<file path="config.mk">
export PLATFORM = sky130hd
export DESIGN_NAME = tiny_rv_rr
export DESIGN_NICKNAME = d
export VERILOG_FILES = /design/src/rtl/tiny_rv_rr.sv
export SDC_FILE = /design/constraint.sdc
export NUM_CORES = 2
export LEC_CHECK = 0
export CAP_MARGIN = 20
export CELL_PAD_IN_SITES_DETAIL_PLACEMENT = 0
export CELL_PAD_IN_SITES_GLOBAL_PLACEMENT = 1
export CORE_MARGIN = 2
export CORE_UTILIZATION = 48
export DETAILED_ROUTE_END_ITERATION = 16
export GPL_ROUTABILITY_DRIVEN = 1
export PLACE_DENSITY = 0.8
export SYNTH_ARGS = -nofsm -noshare
export SYNTH_HDL_FRONTEND = slang
export SYNTH_SLANG_ARGS = --single-unit
</file>
<file path="constraint.sdc">
create_clock -name i_clk -period 6.5 [get_ports i_clk]
set_input_delay 1.3 -clock i_clk [delete_from_list [all_inputs] [get_ports i_clk]]
set_output_delay 1.3 -clock i_clk [all_outputs]
set_load 0.01 [all_outputs]
</file>
<file path="src/rtl/tiny_rv_rr.sv">
// ---------------------------------------------------------------------------
// tiny_rv_rr : register-read / decode stage, sits directly before execute.
//
// Captures one fetched instruction per cycle and splits it into its decoded
// fields and immediate. It reads the 32x32 integer register file and resolves
// read-after-write hazards by forwarding from execute and writeback. The result
// is presented as one registered instruction on the rr_* outputs.
//
// Ports
//   i_clk, i_reset        clock (rising edge), asynchronous active-high reset
//   if_valid/pc/inst      instruction presented by fetch
//   rr_if_stall           fetch must hold if_* (combinational)
//   exec_rr_stall         execute cannot accept; hold rr_* outputs
//   exec_rr_flush         branch taken; kill the instruction being captured
//   of1_reg/of1_val       rd and result of the instruction now in execute
//   exec_rd/exec_rd_val   rd and value of the execute output register
//   wb_we/wb_rd/wb_val    register-file write port
//   rr_*                  registered PC, instruction, decoded fields,
//                         forwarded operands and sign-extended immediate
// ---------------------------------------------------------------------------
module tiny_rv_rr #(
  parameter logic [31:0] NOP_INST  = 32'h0000_0013,
  parameter bit          WB_BYPASS = 1'b1
) (
  input  logic        i_clk,
  input  logic        i_reset,
  input  logic        if_valid,
  input  logic [31:0] if_pc,
  input  logic [31:0] if_inst,
  output logic        rr_if_stall,
  input  logic        exec_rr_stall,
  input  logic        exec_rr_flush,
  input  logic [4:0]  of1_reg,
  input  logic [31:0] of1_val,
  input  logic [4:0]  exec_rd,
  input  logic [31:0] exec_rd_val,
  input  logic        wb_we,
  input  logic [4:0]  wb_rd,
  input  logic [31:0] wb_val,
  output logic [31:0] rr_pc,
  output logic [31:0] rr_inst,
  output logic [6:0]  rr_opcode,
  output logic [4:0]  rr_rd,
  output logic [2:0]  rr_funct3,
  output logic [6:0]  rr_funct7,
  output logic [31:0] rr_rs1,
  output logic [31:0] rr_rs2,
  output logic [31:0] rr_imm32
);

  // Register file storage. Deliberately not reset; entry 0 is never written
  // and is never used as a read value because x0 is decoded to zero first.
  logic [31:0] regs_r [32];

  logic        hold_s;
  logic [31:0] src_inst_s;
  logic [4:0]  rs1_idx_s;
  logic [4:0]  rs2_idx_s;
  logic [31:0] rs1_val_s;
  logic [31:0] rs2_val_s;
  logic [31:0] imm_s;

  // Sign-extended immediate selected by the instruction format of the opcode.
  function automatic logic [31:0] decode_imm(input logic [31:0] inst);
    logic [31:0] imm;
    case (inst[6:0])
      7'b0010011, 7'b0000011, 7'b1100111, 7'b1110011:
        imm = {{20{inst[31]}}, inst[31:20]};
      7'b0100011:
        imm = {{20{inst[31]}}, inst[31:25], inst[11:7]};
      7'b1100011:
        imm = {{19{inst[31]}}, inst[31], inst[7], inst[30:25], inst[11:8], 1'b0};
      7'b0110111, 7'b0010111:
        imm = {inst[31:12], 12'h000};
      7'b1101111:
        imm = {{11{inst[31]}}, inst[31], inst[19:12], inst[20], inst[30:21], 1'b0};
      default:
        imm = 32'h0000_0000;
    endcase
    return imm;
  endfunction

  // Operand value for one source register; the youngest producer wins, so the
  // checks run from execute back towards the register file.
  function automatic logic [31:0] select_operand(
    input logic [4:0]  rs,
    input logic [31:0] rf_val,
    input logic [4:0]  f_of1_reg,
    input logic [31:0] f_of1_val,
    input logic [4:0]  f_exec_rd,
    input logic [31:0] f_exec_val,
    input logic        f_wb_we,
    input logic [4:0]  f_wb_rd,
    input logic [31:0] f_wb_val
  );
    logic [31:0] val;
    if (rs == 5'd0) begin
      val = 32'h0000_0000;
    end else if (rs == f_of1_reg) begin
      val = f_of1_val;
    end else if (rs == f_exec_rd) begin
      val = f_exec_val;
    end else if (WB_BYPASS && f_wb_we && (rs == f_wb_rd)) begin
      val = f_wb_val;
    end else begin
      val = rf_val;
    end
    return val;
  endfunction

  // Stall holds the stage unless a flush overrides it.
  assign hold_s      = exec_rr_stall & ~exec_rr_flush;
  assign rr_if_stall = hold_s;

  // Source selection: while held, operands are re-read from the held
  // instruction so values from producers that drain during the stall survive.
  always_comb begin
    src_inst_s = if_inst;
    if (hold_s) begin
      src_inst_s = rr_inst;
    end else begin
      src_inst_s = if_inst;
    end
    rs1_idx_s = src_inst_s[19:15];
    rs2_idx_s = src_inst_s[24:20];
    rs1_val_s = select_operand(rs1_idx_s, regs_r[rs1_idx_s], of1_reg, of1_val,
                               exec_rd, exec_rd_val, wb_we, wb_rd, wb_val);
    rs2_val_s = select_operand(rs2_idx_s, regs_r[rs2_idx_s], of1_reg, of1_val,
                               exec_rd, exec_rd_val, wb_we, wb_rd, wb_val);
    imm_s     = decode_imm(if_inst);
  end

  // Register file write port; runs regardless of stall or flush, x0 is dropped.
  always_ff @(posedge i_clk) begin
    if (wb_we && (wb_rd != 5'd0)) begin
      regs_r[wb_rd] <= wb_val;
    end
  end

  // Output pipeline register: flush > stall > bubble on invalid > capture.
  always_ff @(posedge i_clk or posedge i_reset) begin
    if (i_reset) begin
      rr_pc     <= 32'h0000_0000;
      rr_inst   <= NOP_INST;
      rr_opcode <= 7'd0;
      rr_rd     <= 5'd0;
      rr_funct3 <= 3'd0;
      rr_funct7 <= 7'd0;
      rr_rs1    <= 32'h0000_0000;
      rr_rs2    <= 32'h0000_0000;
      rr_imm32  <= 32'h0000_0000;
    end else if (exec_rr_flush || !(exec_rr_stall || if_valid)) begin
      rr_pc     <= 32'h0000_0000;
      rr_inst   <= NOP_INST;
      rr_opcode <= 7'd0;
      rr_rd     <= 5'd0;
      rr_funct3 <= 3'd0;
      rr_funct7 <= 7'd0;
      rr_rs1    <= 32'h0000_0000;
      rr_rs2    <= 32'h0000_0000;
      rr_imm32  <= 32'h0000_0000;
    end else if (exec_rr_stall) begin
      // Decoded fields hold; only the operands are refreshed.
      rr_rs1    <= rs1_val_s;
      rr_rs2    <= rs2_val_s;
    end else begin
      rr_pc     <= if_pc;
      rr_inst   <= if_inst;
      rr_opcode <= if_inst[6:0];
      rr_rd     <= if_inst[11:7];
      rr_funct3 <= if_inst[14:12];
      rr_funct7 <= if_inst[31:25];
      rr_rs1    <= rs1_val_s;
      rr_rs2    <= rs2_val_s;
      rr_imm32  <= imm_s;
    end
  end

endmodule

</file>
---- Yosys cells after proc, flatten, opt, wreduce, memory -nomap -nowiden ----
Memory sizes are Yosys's and may differ from the RTL's.
Index checks and enable logic that the tools add are counted.
Widths: inputs -> output; s select.
word-level totals
  flip-flop bits (word level) ............. 182
  memory bits (writable) .................. 1024
  bits of input ports ..................... 181
  memories kept ........................... 1
memories
  memory  words  bits a word  rd ports  clocked after Yosys merged registers in  write ports  RTL line  text
  regs_r  32     32           2         0                                        1            53        logic [31:0] regs_r [32];
operators by class
  equal/unequal tests ..................... 16
  multiplexer cells ....................... 28
  bitwise operators ....................... 2
  reduce and logical (&&, ||, !) cells .... 11
operators by type and width
  operator            count
  $mux 32             16
  $pmux 32 s5         1
  $eq 5x5->1          6
  $eq 7x7->1 const B  4
  $mux 7              4
  $mux 25             1
  $eq 7x5->1 const B  2
  $eq 7x6->1 const B  2
  $logic_not 5->1     2
  $mux 5              2
  $eq 7x2->1 const B  1
  $mux 3              2
  $reduce_bool 5->1   1
  $reduce_or 4->1     1
  $logic_and 1x1->1   3
  $logic_or 1x1->1    2
  $mux 1              2
  $ne 2x1->1 const B  1
  $reduce_or 2->1     1
  $and 1x1->1         1
  $logic_not 1->1     1
  $not 1->1           1

---- Depth between registers and ports, before layout ----
  depth after elaboration ................. 10
  mapped depth ............................ 13

---- Worst setup path before layout ----
Ideal clock, no wire load.
  kind .................................... input-to-output
  from .................................... input exec_rr_flush
  to ...................................... output rr_if_stall
  data arrival time ....................... 2.678 ns
  required time ........................... 5.200 ns
  slack ................................... 2.522 ns
  stages on the path ...................... 7
  path through ............................ nand2b_1 > buf_4 > inv_4 > buf_2 > buf_2 > clkbuf_1 > clkbuf_1
between the ends
  longest elaborated chain between the ends .. 2
ends and longest elaborated chain
  what         RTL line  text
  from (decl)  32        input logic exec_rr_flush,
  $not 1->1    112       assign hold_s = exec_rr_stall & ~exec_rr_flush;
  $and 1x1->1  112
  to (decl)    30        output logic rr_if_stall,
Every way passes these cells.

---- Final worst setup path ----
  from .................................... input exec_rr_stall
  to ...................................... output rr_if_stall
between the ends
  longest elaborated chain between the ends .. 1
ends and longest elaborated chain
  what         RTL line  text
  from (decl)  31        input logic exec_rr_stall,
  $and 1x1->1  112
Every way passes these cells.

==> results.md <==
* Post-CTS Resized at 0
* Post-route setup slack at slightly above 0.8 ns
* Crit Path Category: in2out
* Synth cell count leaders: 1791 x nand2_1, 1024 x edfxtp_1, 547 x nand3_1
* Area Overhead vs Synth at 18.3%
* CP Capture Type: output port
* Seq cells post-synth at around 1200
* Placed cells at roughly 7100
* Starting Density at 48.3%
* Setup-violating endpoint count in the final report at 0
* Starting DRT DRC Count at between 9000 and 10000
* Layout cells sized above 1 at between 8 and 9%
* Initial antenna violation count at 25
* Max rail drop VDD at 0.000256 V
* CTS buffer count at about 130
* CTS max path bufs at 3
* Clock Sinks at approximately 1200
* Post-synth top area share at 54.2%
* Die width at 348 um
* Power per Cell Area at roughly 280 mW/mm^2
* Yosys top cell by area: edfxtp_1
* I/O Buffers at around 360
* Startpoint Class: input pin
* Fmax achieved at about 180 MHz
* CTS tree: done
* Max-cap violations at 0
* Remaining Overflow, GRT at 0
* Maximum net fanout on the critical path at 74
* Sum of negative setup slack at 0 ns
* Detailed Route WL at about 240000 um
* Worst-path clk slew at approximately 0.05 ns
* Post-synth ARST share at between 10% and 20%
* Latest clock arrival within the worst-skew pair at 0.77 ns
* Core box area at 0.118 mm^2
* Die extent in y at between 300 and 400 um
* Most numerous cell in the Yosys netlist: nand2_1
* RSZ-0062 raised after global routing: false
* Via density at around 6.8
* Global Route Usage Sum at ~40%
* Outcome: completed
* Cts hold-fix bufs at 0
* Register area share after synthesis at about three fifths
* HP Class: reg2reg
* Post-synth EDFFs at ~1000
* Synth area leaders: edfxtp_1 54%, nand2_1 12%, dfrtp_1 7.1%
* Layout Cells excl Fill at approximately 7300
* Post-CTS Setup Inserts at 0
* Synthesized area per cell at 10.5 um^2
* Via count at 49611
* Synth cell types at 65
* Gpl congestion at about 0.97
* Pre-Repair DR Iteration Count at 9
* FP Rows at 126
* CTS root buf: clkbuf_16
* Critical Path RT at ~5.2 ns
* Slew of the pin with the lowest slew margin at approximately 1.3 ns
* Worst Skew at 0.0325 ns
* I/O pins at approximately 360
* H-tree levels at 4
* Leakage at around 24 nW
* DR WL/cell at around 33 um
* Largest net degree at the start of global routing at 184
* Final hold vios at 0
* Die area at around 0.12 mm^2
* Final nets at between 5000 and 6000
* Vias in the first global route at ~45000
* Syn. warnings at 0
* Top_reg_cell synth: edfxtp_1
* HPWL Detailed at 143000 um
* Max-slew violations at 0
* Final period util at between 80 and 90%
* Worst slack at placement at about 0.74 ns
* Remaining DRCs at 0
* First-pass GRT wire length at between 300000 and 400000 um
* Synthesized area at 0.0568 mm^2
* Post-DRT Antenna Nets at 0
* Tmin final at ~5.7 ns
* Cell count after synthesis at 5406
* Slew margin rel. at roughly an eighth
* WP data arrival at 4.38 ns
[metal layers]
metal | part of all wire, % | global-route usage, % | vias up | wire length (um)
met1 | 36 | 53.0 | 23867 | 88500
met2 | 41 | 54.1 | 4474 | 99000
met5 | 0.046 | 0 | - | 112
li1 | - | - | 20414 | -
met3 | 17 | 14.7 | 838 | 41100
met4 | 6.0 | 21.0 | 18 | 14500
[logic make-up after synthesis]
logic type                Yosys count  share of synthesized area [%]
muxes                             180                           3.18
and+or+nand+nor                  2762                           21.3
AOI/OAI and AO/OA                 779                           10.4
DFF                              1187                           61.4
other                               1                        0.00661
xor gates and xnor gates           21                          0.324
buffers and inverters             476                           3.46
[where the power goes]
part	switching, W	internal, W	total [W]
sequential	0.000181	0.00844	0.00862
clock	0.00319	0.00436	0.00756
combinational	0.00162	0.000747	0.00237
total	0.00499	0.0136	0.0185
[critical path, cell delays in order]
cell and delay [ns]:
clkdlybuf4s50_1 0.85, nand2b_2 0.15, inv_4 0.14, buf_4 0.47, buf_4 0.72, clkdlybuf4s50_1 0.67
[layout by cell type (no fill, tap or decap), types with 33 or more instances in the layout]
cell             synthesis  final
nand2_1               1791   1790
a32oi_1                111    111
a22o_1                  70     70
edfxtp_1              1024   1024
nor3_1                  52     52
a211oi_1                73     73
dfrtp_1                160    160
buf_4                   24    142
a21oi_1                 38     38
o221ai_1                33     33
mux2i_1                179    179
and4_1                  65     64
o31a_1                  34     34
clkbuf_16                0    138
o21ai_0                 40     38
nand3_1                547    547
a31oi_1                260    252
nor2_1                  84     53
clkdlybuf4s50_1          0    363
nand4_1                163    163
[worst paths after layout]
check / cells past startpoint / to / slack [ns] / startpoint
max: 6 / rr_if_stall / 0.82 / exec_rr_stall
min: 2 / rr_imm32[13]$_DFFE_PP0P_ / 0.48 / rr_imm32[13]$_DFFE_PP0P_
max reg2reg: 8 / rr_rs1[26]$_DFF_PP0_ / 2.81 / rr_inst[15]$_DFFE_PP0P_
min reg2reg: 2 / rr_imm32[13]$_DFFE_PP0P_ / 0.48 / rr_imm32[13]$_DFFE_PP0P_
max in group asynchronous: 3 / rr_rs2[0]$_DFF_PP0_ / 4.08 / i_reset
min in group asynchronous: 2 / rr_pc[10]$_DFFE_PP0P_ / 1.07 / i_reset
[sequential cells by signal, indices dropped and copies added (netlist names)]
signal / count
rr_pc: 32
rr_imm32: 32
rr_rs2: 32
regs_r: 1024
rr_rs1: 32
rr_opcode: 3
rr_inst: 32
[through the flow]
| step | utilization [%] | hold slack, ns | power, W | area, um^2 |
|---|---|---|---|---|
| finish | 57.1 | 0.475 | 0.0185 | 67200 |
| global route | 57.1 | 0.505 | 0.0189 | 67200 |
| CTS | 57.1 | 0.482 | 0.0184 | 67100 |
| detailed placement | 53.4 | 0.469 | 0.0110 | 62800 |
| global placement | 53.3 | 0.461 | 0.0110 | 62700 |
| floorplan | - | 0.516 | 0.00983 | 56900 |
[cell type report]
class | instances | area [um^2]
diodes | 14 | 35.0
clock buffers | 180 | 3730
clock inverters | 61 | 597
fillers | 9762 | 50400
inverters | 15 | 66.3
multi-input cells | 3774 | 20600
flip-flops and latches | 1187 | 34800
well taps | 1536 | 1920
repair buffers | 539 | 5380
(Power assumes the default switching activity.)
